==> src/rtl/at5351_top.sv <==
`default_nettype none
// =============================================================================
// at5351_top : AT5351 board top - SPI slave control/readback, ADC/AVK counters
// Optional AVK channel: define AT5351_AVK_EN.              Rev 1.0
// =============================================================================
module at5351_top (
   input  logic       clk_12mhz,
   input  logic       rst,
   input  logic       spi_clk,
   input  logic       spi_mosi,
   input  logic       spi_cs,
   output logic       spi_miso,
   input  logic       adc_comp,
   input  logic       pos_comparator,
   input  logic       neg_comparator,
   output logic       clk_4mhz,
   output logic       clk_5ms,
   output logic       clk_not_5ms,
   output logic       adc_countn,
   output logic       comp1_cs,
   output logic       comp2_cs,
   output logic       relay_cs,
   output logic       relay_reset,
   output logic [3:0] input_sel,
   output logic [2:0] mu_sel,
   output logic [3:0] avk_sel,
   output logic       fil1_sel,
   output logic       fil2_sel,
   output logic       ref_avk,
   output logic       antibounce,
   output logic [7:0] rd_data_out
);
   localparam logic [5:0]  SYNC_RST     = 6'b001000;
   localparam logic [15:0] DIV_5MS_LAST = 16'd59999;
   localparam logic [23:0] CNT_MAX      = 24'hFFFFFF;
   localparam logic [3:0]  RELAY_PULSE  = 4'd12;
   localparam logic [7:0]  CMD_ROUTE    = 8'h01;
   localparam logic [7:0]  CMD_RBSRC    = 8'h02;
   localparam logic [7:0]  CMD_DEVSEL   = 8'h03;
   localparam logic [7:0]  CMD_LATCH    = 8'h04;
   localparam logic [7:0]  CMD_RD_ADC   = 8'h05;
   localparam logic [7:0]  CMD_RD_AVK   = 8'h06;

   logic [5:0]  sync1_q, sync2_q;
   logic        sck_s, mosi_s, cs_s, adc_s, pos_s, neg_s;
   logic [1:0]  div3_q;
   logic        clk4_q, clk5_q, tick_w;
   logic [15:0] div5_q;
   logic        sck_prev_q, sck_rise_w, sck_fall_w;
   logic [5:0]  bit_cnt_q;
   logic [15:0] shift_q;
   logic        exec_q, miso_q;
   logic [47:0] resp_q, resp_w;
   logic [7:0]  cmd_w, exec_cmd_w, exec_dat_w;
   logic [3:0]  val_w;
   logic [3:0]  input_sel_q, input_sel_d, avk_sel_q, avk_sel_d;
   logic [2:0]  mu_sel_q, mu_sel_d, cs_q, cs_d, rb_src_q, rb_src_d;
   logic        fil1_q, fil1_d, fil2_q, fil2_d, latch_w;
   logic [3:0]  relay_cnt_q, relay_cnt_d;
   logic [23:0] count_p_q, count_m_q, p_lat_q, m_lat_q, avk_lat_w;

   always_ff @(posedge clk_12mhz or posedge rst) begin
      if (rst) begin
         sync1_q <= SYNC_RST;
         sync2_q <= SYNC_RST;
      end else begin
         sync1_q <= {spi_clk, spi_mosi, spi_cs, adc_comp, pos_comparator, neg_comparator};
         sync2_q <= sync1_q;
      end
   end
   assign {sck_s, mosi_s, cs_s, adc_s, pos_s, neg_s} = sync2_q;

   always_ff @(posedge clk_12mhz or posedge rst) begin
      if (rst) begin
         div3_q <= 2'd0;
         clk4_q <= 1'b0;
         div5_q <= 16'd0;
         clk5_q <= 1'b0;
      end else begin
         div3_q <= (div3_q == 2'd2) ? 2'd0 : div3_q + 2'd1;
         clk4_q <= (div3_q == 2'd2);
         if (div5_q == DIV_5MS_LAST) begin
            div5_q <= 16'd0;
            clk5_q <= ~clk5_q;
         end else begin
            div5_q <= div5_q + 16'd1;
         end
      end
   end
   assign tick_w = clk4_q;

   assign sck_rise_w = sck_s & ~sck_prev_q;
   assign sck_fall_w = ~sck_s & sck_prev_q;
   assign cmd_w      = {shift_q[6:0], mosi_s};
   assign exec_cmd_w = shift_q[15:8];
   assign exec_dat_w = shift_q[7:0];
   assign val_w      = exec_dat_w[3:0];

   // Response is left-aligned and zero-filled so MISO idles low past its end.
   always_comb begin
      resp_w = {rd_data_out, 40'd0};
      if (cmd_w == CMD_RD_ADC)
         resp_w = {p_lat_q, m_lat_q};
      else if (cmd_w == CMD_RD_AVK)
         resp_w = {avk_lat_w, 24'd0};
   end

   always_ff @(posedge clk_12mhz or posedge rst) begin
      if (rst) begin
         sck_prev_q <= 1'b0;
         bit_cnt_q  <= 6'd0;
         shift_q    <= 16'd0;
         exec_q     <= 1'b0;
         resp_q     <= 48'd0;
         miso_q     <= 1'b0;
      end else begin
         sck_prev_q <= sck_s;
         exec_q     <= 1'b0;
         if (cs_s) begin
            bit_cnt_q <= 6'd0;
            miso_q    <= 1'b0;
         end else begin
            if (sck_fall_w) begin
               shift_q <= {shift_q[14:0], mosi_s};
               if (bit_cnt_q != 6'd63)
                  bit_cnt_q <= bit_cnt_q + 6'd1;
               if (bit_cnt_q == 6'd7)
                  resp_q <= resp_w;
               if (bit_cnt_q == 6'd15)
                  exec_q <= 1'b1;
            end
            if (sck_rise_w) begin
               if (bit_cnt_q >= 6'd8) begin
                  miso_q <= resp_q[47];
                  resp_q <= {resp_q[46:0], 1'b0};
               end else begin
                  miso_q <= 1'b0;
               end
            end
         end
      end
   end

   always_comb begin
      input_sel_d = input_sel_q;
      mu_sel_d    = mu_sel_q;
      avk_sel_d   = avk_sel_q;
      fil1_d      = fil1_q;
      fil2_d      = fil2_q;
      cs_d        = cs_q;
      rb_src_d    = rb_src_q;
      relay_cnt_d = (relay_cnt_q != 4'd0) ? relay_cnt_q - 4'd1 : 4'd0;
      latch_w     = 1'b0;
      if (exec_q) begin
         case (exec_cmd_w)
            CMD_ROUTE: begin
               case (exec_dat_w[7:4])
                  4'h1: if (val_w >= 4'd1 && val_w <= 4'd4) input_sel_d = 4'b0001 << (val_w - 4'd1);
                        else if (val_w == 4'hF) input_sel_d = 4'b0000;
                  4'h2: if (val_w >= 4'd1 && val_w <= 4'd3) mu_sel_d = 3'b001 << (val_w - 4'd1);
                  4'h3: if (val_w >= 4'd1 && val_w <= 4'd4) avk_sel_d = 4'b0001 << (val_w - 4'd1);
                        else if (val_w == 4'hF) avk_sel_d = 4'b0000;
                  4'h4: if (val_w == 4'h0) fil1_d = 1'b0; else if (val_w == 4'hF) fil1_d = 1'b1;
                  4'h5: if (val_w == 4'h0) fil2_d = 1'b0; else if (val_w == 4'hF) fil2_d = 1'b1;
                  default: ;
               endcase
            end
            CMD_RBSRC: if (exec_dat_w >= 8'd1 && exec_dat_w <= 8'd5) rb_src_d = exec_dat_w[2:0];
            CMD_DEVSEL: begin
               case (exec_dat_w)
                  8'h01:   cs_d = 3'b011;
                  8'h02:   cs_d = 3'b101;
                  8'h03:   cs_d = 3'b110;
                  8'h04:   relay_cnt_d = RELAY_PULSE;
                  8'h0F:   cs_d = 3'b111;
                  default: ;
               endcase
            end
            CMD_LATCH: latch_w = 1'b1;
            default: ;
         endcase
      end
   end

   always_ff @(posedge clk_12mhz or posedge rst) begin
      if (rst) begin
         input_sel_q <= 4'd0;
         mu_sel_q    <= 3'd0;
         avk_sel_q   <= 4'd0;
         fil1_q      <= 1'b0;
         fil2_q      <= 1'b0;
         cs_q        <= 3'b111;
         rb_src_q    <= 3'd1;
         relay_cnt_q <= 4'd0;
      end else begin
         input_sel_q <= input_sel_d;
         mu_sel_q    <= mu_sel_d;
         avk_sel_q   <= avk_sel_d;
         fil1_q      <= fil1_d;
         fil2_q      <= fil2_d;
         cs_q        <= cs_d;
         rb_src_q    <= rb_src_d;
         relay_cnt_q <= relay_cnt_d;
      end
   end

   // A latch wins over a coincident tick: the pre-tick value is captured.
   always_ff @(posedge clk_12mhz or posedge rst) begin
      if (rst) begin
         count_p_q <= 24'd0;
         count_m_q <= 24'd0;
         p_lat_q   <= 24'd0;
         m_lat_q   <= 24'd0;
      end else if (latch_w) begin
         p_lat_q   <= count_p_q;
         m_lat_q   <= count_m_q;
         count_p_q <= 24'd0;
         count_m_q <= 24'd0;
      end else if (tick_w) begin
         if (adc_s) begin
            if (count_p_q != CNT_MAX) count_p_q <= count_p_q + 24'd1;
         end else begin
            if (count_m_q != CNT_MAX) count_m_q <= count_m_q + 24'd1;
         end
      end
   end

`ifdef AT5351_AVK_EN
   logic [3:0]  pos_db_cnt_q, neg_db_cnt_q;
   logic        pos_db_q, neg_db_q, antibounce_q;
   logic [23:0] avk_cnt_q, avk_lat_q;

   always_ff @(posedge clk_12mhz or posedge rst) begin
      if (rst) begin
         pos_db_cnt_q <= 4'd0;
         neg_db_cnt_q <= 4'd0;
         pos_db_q     <= 1'b0;
         neg_db_q     <= 1'b0;
         antibounce_q <= 1'b0;
         avk_cnt_q    <= 24'd0;
         avk_lat_q    <= 24'd0;
      end else begin
         if (pos_s == pos_db_q) pos_db_cnt_q <= 4'd0;
         else if (pos_db_cnt_q == 4'hF) begin
            pos_db_q     <= pos_s;
            pos_db_cnt_q <= 4'd0;
         end else pos_db_cnt_q <= pos_db_cnt_q + 4'd1;
         if (neg_s == neg_db_q) neg_db_cnt_q <= 4'd0;
         else if (neg_db_cnt_q == 4'hF) begin
            neg_db_q     <= neg_s;
            neg_db_cnt_q <= 4'd0;
         end else neg_db_cnt_q <= neg_db_cnt_q + 4'd1;
         antibounce_q <= pos_db_q ^ neg_db_q;
         if (latch_w) begin
            avk_lat_q <= avk_cnt_q;
            avk_cnt_q <= 24'd0;
         end else if (tick_w && pos_db_q && avk_cnt_q != CNT_MAX) begin
            avk_cnt_q <= avk_cnt_q + 24'd1;
         end
      end
   end
   assign avk_lat_w  = avk_lat_q;
   assign ref_avk    = |avk_sel_q;
   assign antibounce = antibounce_q;
`else
   assign avk_lat_w  = 24'd0;
   assign ref_avk    = 1'b0;
   assign antibounce = 1'b0;
`endif

   always_comb begin
      rd_data_out = 8'd0;
      case (rb_src_q)
         3'd1:    rd_data_out = {input_sel_q, avk_sel_q};
         3'd2:    rd_data_out = {3'b000, mu_sel_q, fil1_q, fil2_q};
         3'd3:    rd_data_out = {4'b0000, cs_q, relay_reset};
         3'd4:    rd_data_out = count_p_q[7:0];
         3'd5:    rd_data_out = {5'b00000, adc_s, pos_s, neg_s};
         default: ;
      endcase
   end

   assign spi_miso    = miso_q;
   assign clk_4mhz    = clk4_q;
   assign clk_5ms     = clk5_q;
   assign clk_not_5ms = ~clk5_q;
   assign adc_countn  = ~adc_s;
   assign comp1_cs    = cs_q[2];
   assign comp2_cs    = cs_q[1];
   assign relay_cs    = cs_q[0];
   assign relay_reset = (relay_cnt_q != 4'd0);
   assign input_sel   = input_sel_q;
   assign mu_sel      = mu_sel_q;
   assign avk_sel     = avk_sel_q;
   assign fil1_sel    = fil1_q;
   assign fil2_sel    = fil2_q;
endmodule
`default_nettype wire

==> config.mk <==
export PLATFORM = sky130hd
export DESIGN_NAME = at5351_top
export DESIGN_NICKNAME = d
export VERILOG_FILES = /design/src/rtl/at5351_top.sv
export SDC_FILE = /design/constraint.sdc
export NUM_CORES = 1
export LEC_CHECK = 0
export CAP_MARGIN = 20
export CORE_MARGIN = 10
export CORE_UTILIZATION = 30
export CTS_BUF_LIST = sky130_fd_sc_hd__clkbuf_16
export CTS_CLUSTER_SIZE = 16
export DETAILED_ROUTE_END_ITERATION = 7
export PLACE_DENSITY = 0.46
export SLEW_MARGIN = 5
export SYNTH_ARGS = -nofsm -noshare
export SYNTH_HDL_FRONTEND = slang
export SYNTH_SLANG_ARGS = --single-unit
==> constraint.sdc <==
create_clock -name clk_12mhz -period 23.7 [get_ports clk_12mhz]
set_input_delay 7.11 -clock clk_12mhz [delete_from_list [all_inputs] [get_ports clk_12mhz]]
set_output_delay 7.11 -clock clk_12mhz [all_outputs]
set_load 0.005 [all_outputs]
==> reports/qor.yml, run 1 <==
p_seq_share_pct: 49.3
via_per_inst: 4.98
synth_area_leaders: "dfrtp_1, nand2_1, nor2_1, a21oi_1, mux2_2"
power_switching_uw: 229
startpoint_type: "flip-flop"
numClockSinks: 224
r2r_slack_ns: 20.75
timing.rr.start: "shift_q[12]"
synth.most_common_cell: "dfrtp_1"
cts_buffer_depth: 3
firstDrtPassIters: 5
yosys_warnings: 0
rows: 68
finalHoldViolCount: 0
crit_path_end: "rd_data_out[3]"
grt_max_degree: 100
layout-drive-gt1-share_pct: 9.35
internal_power_uw: 631
wl_per_cell_um: 16.2
overflow: 0
fp.dieW_um: 207
synth_top_area_share_pct: 51.9
path_cells: "nor2b_1 > a22oi_1 > o21ai_0 > clkdlybuf4s50_1"
r2r_cells: 5
p_total_uw: 860
dp_hpwl_mm: 17.1
htreeDepth: 1
hold_buffers: 0
die_h_um: 207
clkSlewWorstSetupHoldPaths_ns: 0.06
grt_pass1_wl_mm: 43.4
power_density_nw_per_um2: 71.1
cts_root_buf: "clkbuf_16"
track_usage_pct: 11.8
drv_cap: 0
worstPathMaxFanout: 14
rsz0062_at_grt: "false"
crit_required_ns: 16.59
whs_ns: 0.346
syn_avg_cell_area_um2: 9.42
final_cell_area_um2: 12100
ys_async_sr_fraction_pct: 100
placed_area_um2: 11300
wirelength_mm: 26.0
worstPathArrival_ns: 2.57
fin_setup_tns_ns: 0
ys_seq_elements: 224
timing.rr.end: "count_m_q[6]"
cts_buffers: 27
synth_edf_count: 0
cts_resized: 0
ys_types: 71
ys_top_cells_by_count: "dfrtp_1, nand2_1, nor2_1, a21oi_1, nor3_1"
place.gp.congestion: 0.793
place_inst: 1558
die-area_um2: 42900
vias: 8023
cts_setup_buffers: 0
synth_top_area_cell: "dfrtp_1"
clock_power_share_pct: 43.2
worst_setup_path_end_kind: "output port"
start_util_pct: 30.4
worstSetupPathType: "flip-flop to output port"
diodes: 0
final.fill_count: 3652
cts_tree: "done"
drv_slew: 0
setup_viol: 0
io_pins: 40
swShare_pct: 26.7
io_buffers: 37
irDropWorstVdd_mv: 0.0512
ant_nets: 0
syn_area_um2: 10500
antenna_found_initial: 1
synthToLayoutAreaGrowth_pct: 15.0
clk_latency_ns: 0.54
critPathMaxStageDelay_ns: 0.64
status: "completed"
critPathSlowestCell: "dfrtp_1"
p_comb_share_pct: 7.5
final_cells: 1610
tightestPinTransition_ns: 1.08
clock_skew_ns: 0.0147
fin_crit_ns: 9.68
critPathLaunch: "rb_src_q[1]"
hp-class: "flip-flop to flip-flop"
synthCells: 1116
drtIter0Drc: 568
leakage_nw: 5.61
synthFlopType: "dfrtp_1"
design.core.area_um2: 34500
nets: 1152
first_global_vias: 7883
period_share_pct: 40.9
relSlewSlack_pct: 27.6
route.detailed.drc: 0
max_clock_freq_ghz: 0.103
synth-seq-area-share_pct: 53.4
[sequential cells by signal (all words and copies together), names as in the netlist, 2 cells and up]
| signal | cells |
|---|---|
| avk_sel | 4 |
| count_m_q | 24 |
| relay_cnt_q | 4 |
| div3_q | 2 |
| input_sel | 4 |
| shift_q | 16 |
| mu_sel | 3 |
| m_lat_q | 24 |
| p_lat_q | 24 |
| sync1_q | 6 |
| div5_q | 16 |
| cs_q | 3 |
| rb_src_q | 3 |
| count_p_q | 24 |
| sync2_q | 6 |
| resp_q | 48 |
| bit_cnt_q | 6 |
[cells in the final DEF (no fill, tap or decap), types with 14 or more instances in the layout]
| master | synthesis | final |
|---|---|---|
| clkinv_2 | 0 | 14 |
| xnor2_1 | 19 | 19 |
| nor3_1 | 55 | 55 |
| clkdlybuf4s50_1 | 0 | 37 |
| mux2_2 | 26 | 26 |
| and3_1 | 14 | 14 |
| dfrtp_1 | 218 | 218 |
| o21ai_0 | 34 | 34 |
| or3_1 | 15 | 14 |
| inv_1 | 22 | 21 |
| a21oi_1 | 84 | 83 |
| or4_1 | 14 | 14 |
| clkbuf_16 | 0 | 27 |
| nor2b_1 | 15 | 15 |
| xor2_1 | 15 | 15 |
| nand2_1 | 195 | 195 |
| nor2_1 | 135 | 135 |
| nand3_1 | 32 | 32 |
[worst max-delay path: cells and delay by family (launching register included)]
family | cells | cell delay [ns]
AND/OR/NAND/NOR | 1 | 0.35
buffers and inverters | 1 | 0.59
flip-flops | 1 | 0.64
AO/OA/AOI/OAI | 2 | 0.45
[through the flow]
| stage | setup slack [ns] | util [%] |
|---|---|---|
| 6_report | 14.02 | 35.0 |
| 3_5_place_dp | 13.75 | 32.7 |
| 3_3_place_gp | 13.75 | 32.7 |
| 2_1_floorplan | 10.47 | - |
| 4_1_cts | 14.03 | 34.9 |
| 5_1_grt | 13.85 | 35.0 |
[layout make-up]
class	count	area (um^2)	share of cell area [%]
Sequential cell	224	5610	46.4
Inverter	22	90.1	0.744
Timing Repair Buffer	46	454	3.75
Clock inverter	23	114	0.941
Tap cell	455	569	4.70
Clock buffer	27	676	5.58
Multi-Input combinational cell	813	4580	37.9
[routing by layer]
layer	GRT usage, %	share of wire, %	vias to the layer above
met1	17.5	52	3956
li1	-	-	3930
met3	1.76	2.9	38
met5	0	0	-
met4	3.16	2.3	0
met2	17.2	43	99
[cell families (layout without fill, tap and decap cells)]
kind of cell	count (synthesis)	count (layout)	synth area share (%)
compound gates	188	188	11.0
mux	33	33	3.45
buf+inv	80	118	3.32
fa+ha+maj	10	10	1.19
simple gates	546	546	24.9
xor+xnor	34	34	2.83
other cells	1	2	0.0357
flops	224	224	53.4
[worst min-delay path by stage]
stage	start	endpoint	slack [ns]	cells past startpoint
2_1_floorplan	sync1_q[0]	sync2_q[0]	0.33	0
3_3_place_gp	sync1_q[2]	sync2_q[2]	0.33	0
3_5_place_dp	sync1_q[1]	sync2_q[1]	0.34	0
4_1_cts	sync1_q[4]	sync2_q[4]	0.35	0
5_1_grt	sync1_q[1]	sync2_q[1]	0.35	0
6_report	sync1_q[4]	sync2_q[4]	0.35	0
[power groups by stage]
stage	registers (mW)	logic (mW)	clock network [mW]
after detailed placement	0.430	0.0656	0
after global placement	0.430	0.0654	0
after global routing	0.427	0.0746	0.399
final	0.424	0.0646	0.372
after CTS	0.424	0.0661	0.386
after floorplan	0.417	0.0573	0
Power figures use the tool's default switching activity.
==> run 2, diff against run 1 <==
PLACE_DENSITY = 0.48   (was 0.46)
clock period = 8 ns   (was 23.7 ns; I/O delays follow)
==> reports/qor.yml, run 2 (same netlist as run 1, synthesis figures left out) <==
clk_latency_ns: 0.53
layout_commonest_cell: "dfrtp_1"
drtIter0Drc: 482
cts_buffer_depth: 3
p_comb_share_pct: 7.6
clock_power_share_pct: 42.9
via_per_inst: 4.94
wirelength_mm: 25.7
worst_setup_path_end_kind: "output port"
largest_reg_flops: 48
worstPathArrival_ns: 2.46
finalHoldViolCount: 0
firstDrtPassIters: 4
swShare_pct: 25.7
layout-drive-gt1-share_pct: 8.25
dpl_worst_slack_ns: 3.67
grt_max_degree: 127
fin_crit_ns: 4.86
final.fill_count: 3597
setup_viol: 0
io_pins: 40
irDropWorstVdd_mv: 0.153
cts_resized: 0
htreeDepth: 1
ant_nets: 0
hold_buffers: 0
cts_tree: "done"
grt_pass1_wl_mm: 42.9
die_h_um: 207
top_register: "resp_q"
cts_buffers: 26
fin_setup_tns_ns: 0
power_switching_uw: 652
final_cells: 1607
period_share_pct: 60.7
numClockSinks: 224
start_util_pct: 30.4
rows: 68
first_global_vias: 7842
overflow: 0
startpoint_type: "flip-flop"
cts_setup_buffers: 0
final_cell_mix: "dfrtp_1, nand2_1, nor2_1"
drv_slew: 0
drv_cap: 0
hp-class: "flip-flop to flip-flop"
place_inst: 1561
rsz0062_at_grt: "false"
max_clock_freq_ghz: 0.206
leakage_nw: 5.62
tightestPinTransition_ns: 0.937
design.core.area_um2: 34500
nets: 1152
worstSetupPathType: "flip-flop to output port"
place.gp.congestion: 0.799
io_buffers: 37
worstPathMaxFanout: 14
synthToLayoutAreaGrowth_pct: 14.9
clock_skew_ns: 0.0126
route.detailed.drc: 0
antenna_found_initial: 0
fp.dieW_um: 207
crit_required_ns: 5.60
dp_hpwl_mm: 16.7
relSlewSlack_pct: 37.1
internal_power_mw: 1.89
status: "completed"
power_density_nw_per_um2: 210
vias: 7936
die-area_um2: 42900
cts_root_buf: "clkbuf_16"
wl_per_cell_um: 16.0
clkSlewWorstSetupHoldPaths_ns: 0.06
worst_slack_ns: 3.14
p_seq_share_pct: 49.4
track_usage_pct: 11.7
diodes: 0
run 2: cell types whose count changed in the layout (fill, tap and decap cells not counted):
| cell | delta |
|---|---|
| inv_6 | -2 |
| inv_1 | +11 |
| clkinv_1 | -2 |
| clkinvlp_4 | +1 |
| or3_1 | +1 |
| buf_6 | -1 |
| buf_4 | +2 |
| clkinv_2 | -12 |
| or3_2 | -1 |
| bufinv_16 | +1 |
| inv_8 | -1 |
run 2: layout make-up:
class / instances / area [um^2] / share of cell area (%)
flip-flops and latches: 224 / 5610 / 46.4
well taps: 455 / 569 / 4.71
multi-input cells: 813 / 4580 / 37.9
inverters: 22 / 86.3 / 0.714
clock inverters: 19 / 100 / 0.828
repair buffers: 47 / 458 / 3.79
clock buffers: 27 / 676 / 5.59
run 2: routing by layer:
metal / share of wire (%) / vias to the layer above / GRT usage [%]
met4: 2.0 / 0 / 3.21
met1: 50 / 3886 / 16.4
li1: - / 3936 / -
met5: 0 / - / 0
met3: 2.9 / 35 / 1.56
met2: 45 / 79 / 18.3
run 2: worst paths after layout:
check | from | end | slack (ns) | depth (start not counted)
max in group asynchronous | rst | resp_q[16] | 4.34 | 3
worst min-delay path | sync1_q[2] | sync2_q[2] | 0.35 | 0
min in group asynchronous | rst | spi_miso | 2.39 | 2
worst max-delay path | rb_src_q[1] | rd_data_out[3] | 3.14 | 4
worst min register to register | sync1_q[2] | sync2_q[2] | 0.35 | 0
worst max register to register | bit_cnt_q[3] | resp_q[43] | 5.38 | 5
run 2: through the flow:
stage	area, um^2	power [mW]	utilization [%]	hold WS [ns]
after floorplan	10500	1.40	-	0.331
after global placement	11300	1.47	32.7	0.335
after detailed placement	11300	1.47	32.7	0.336
after CTS	12100	2.59	35.0	0.349
after global routing	12100	2.67	35.0	0.361
final	12100	2.54	35.0	0.349
run 2: power by group through the flow:
stage                     Combinational (mW)  Sequential (mW)  Clock [mW]
after floorplan                        0.170             1.23           0
after global placement                 0.196             1.27           0
after detailed placement               0.197             1.28           0
after CTS                              0.198             1.26        1.14
after global routing                   0.223             1.26        1.18
final                                  0.194             1.26        1.09
run 2: worst max-delay path: stages, from the launching register on:
cell and delay [ns]:
dfrtp_1 0.61, nor2b_1 0.35, a22oi_1 0.13, o21ai_0 0.28
clkdlybuf4s50_1 0.57
==> run 3, diff against run 2 <==
PLACE_DENSITY = 0.46   (was 0.48)
clock period = 4.9 ns   (was 8 ns; I/O delays follow)
==> reports/qor.yml, run 3 (same netlist as run 1, synthesis figures left out) <==
critPathSlowestCell: "clkdlybuf4s50_1"
grt.met1_usage_pct: 16.9
place_inst: 1564
cts_resized: 0
final_cell_mix: "dfrtp_1, nand2_1, nor2_1"
layout_commonest_cell: "dfrtp_1"
path_cells: "nor2b_1 > a22oi_1 > o21ai_0 > clkdlybuf4s50_1"
fin_crit_ns: 3.94
rows: 68
use_met3_pct: 1.77
clk_latency_ns: 0.53
design.core.area_um2: 34500
tightestPinTransition_ns: 1.09
ant_nets: 0
start_util_pct: 30.4
drv_slew: 0
startpoint_type: "flip-flop"
largest_reg_flops: 48
grt_max_degree: 71
numClockSinks: 224
io_pins: 40
max_clock_freq_ghz: 0.254
diodes: 0
r2r_slack_ns: 2.06
firstDrtPassIters: 6
p_total_mw: 4.34
nets: 1155
final_cells: 1611
grt_pass1_wl_mm: 43.9
critPathMaxStageDelay_ns: 0.58
die_h_um: 207
irDropWorstVdd_mv: 0.265
place.gp.congestion: 0.802
status: "completed"
worst_setup_path_end_kind: "output port"
top_register: "resp_q"
hp-class: "flip-flop to flip-flop"
cts_root_buf: "clkbuf_16"
htreeDepth: 1
cts_buffer_depth: 3
route.detailed.drc: 0
wl_per_cell_um: 16.3
grt.busiest_layer: "met2"
worstSetupPathType: "flip-flop to output port"
layout-drive-gt1-share_pct: 9.26
wirelength_mm: 26.2
fp.dieW_um: 207
leakage_nw: 5.67
vias: 8010
relSlewSlack_pct: 27.3
period_share_pct: 80.5
path_buf_inv: 1
first_global_vias: 7909
cts_buffers: 26
antenna_found_initial: 0
hold_buffers: 0
grtUsageMet2_pct: 18.8
io_buffers: 37
cpLargestDelayFamily: "buffers and inverters"
power_density_nw_per_um2: 355
synthToLayoutAreaGrowth_pct: 16.4
cts_tree: "done"
clock_skew_ns: 0.0149
overflow: 0
track_usage_pct: 12.0
drtIter0Drc: 506
via_per_inst: 4.97
crit_required_ns: 3.43
cts_setup_buffers: 0
finalHoldViolCount: 0
worstPathArrival_ns: 2.47
die-area_um2: 42900
worstPathMaxFanout: 9
rsz0062_at_grt: "false"
fin_setup_tns_ns: 0
setup_viol: 0
drv_cap: 0
clkSlewWorstSetupHoldPaths_ns: 0.06
dp_hpwl_mm: 17.6
-- run 3: changes by cell type in the layout (fill, tap and decap cells not counted) --
cell	previous run	this run
or3_1	15	14
buf_12	1	4
or3_2	2	3
clkinvlp_4	1	2
bufinv_16	1	4
inv_1	32	25
clkinv_2	2	6
-- run 3: layout make-up --
type,instances,area [um^2]
clock buffers,27,676
clock inverters,20,191
fillers,3589,22300
inverters,22,86.3
multi-input cells,813,4580
flip-flops and latches,224,5610
well taps,455,569
repair buffers,50,518
-- run 3: worst paths after layout --
path / from / endpoint / cells past startpoint
setup / recovery: rb_src_q[2] / rd_data_out[3] / 4
hold / removal: sync1_q[4] / sync2_q[4] / 0
setup reg to reg: shift_q[3] / resp_q[44] / 5
hold reg to reg: sync1_q[4] / sync2_q[4] / 0
max in group asynchronous: rst / count_m_q[14] / 3
min in group asynchronous: rst / bit_cnt_q[4] / 2
-- run 3: power by group --
group / switching, mW / total, mW / internal, mW
registers: 0.132 / 2.05 / 1.92
logic: 0.187 / 0.321 / 0.134
clock network: 0.771 / 1.97 / 1.20
total: 1.09 / 4.34 / 3.25
-- run 3: layer usage --
metal,vias up,share of wire (%),routed length [um]
li1,3941,-,-
met1,3926,49,12700
met2,109,45,11900
met3,34,4.1,1070
met4,0,2.1,539
met5,-,0,0
-- run 3: stage by stage --
step                util (%)  hold WS [ns]  instance area [um^2]  setup slack [ns]
finish                  35.4         0.349                 12200             0.958
global route            35.4         0.356                 12200             0.805
CTS                     35.4         0.352                 12200             0.948
detailed placement      32.9         0.338                 11400              1.53
global placement        32.9         0.333                 11400              1.61
floorplan                  -         0.331                 10500             0.511
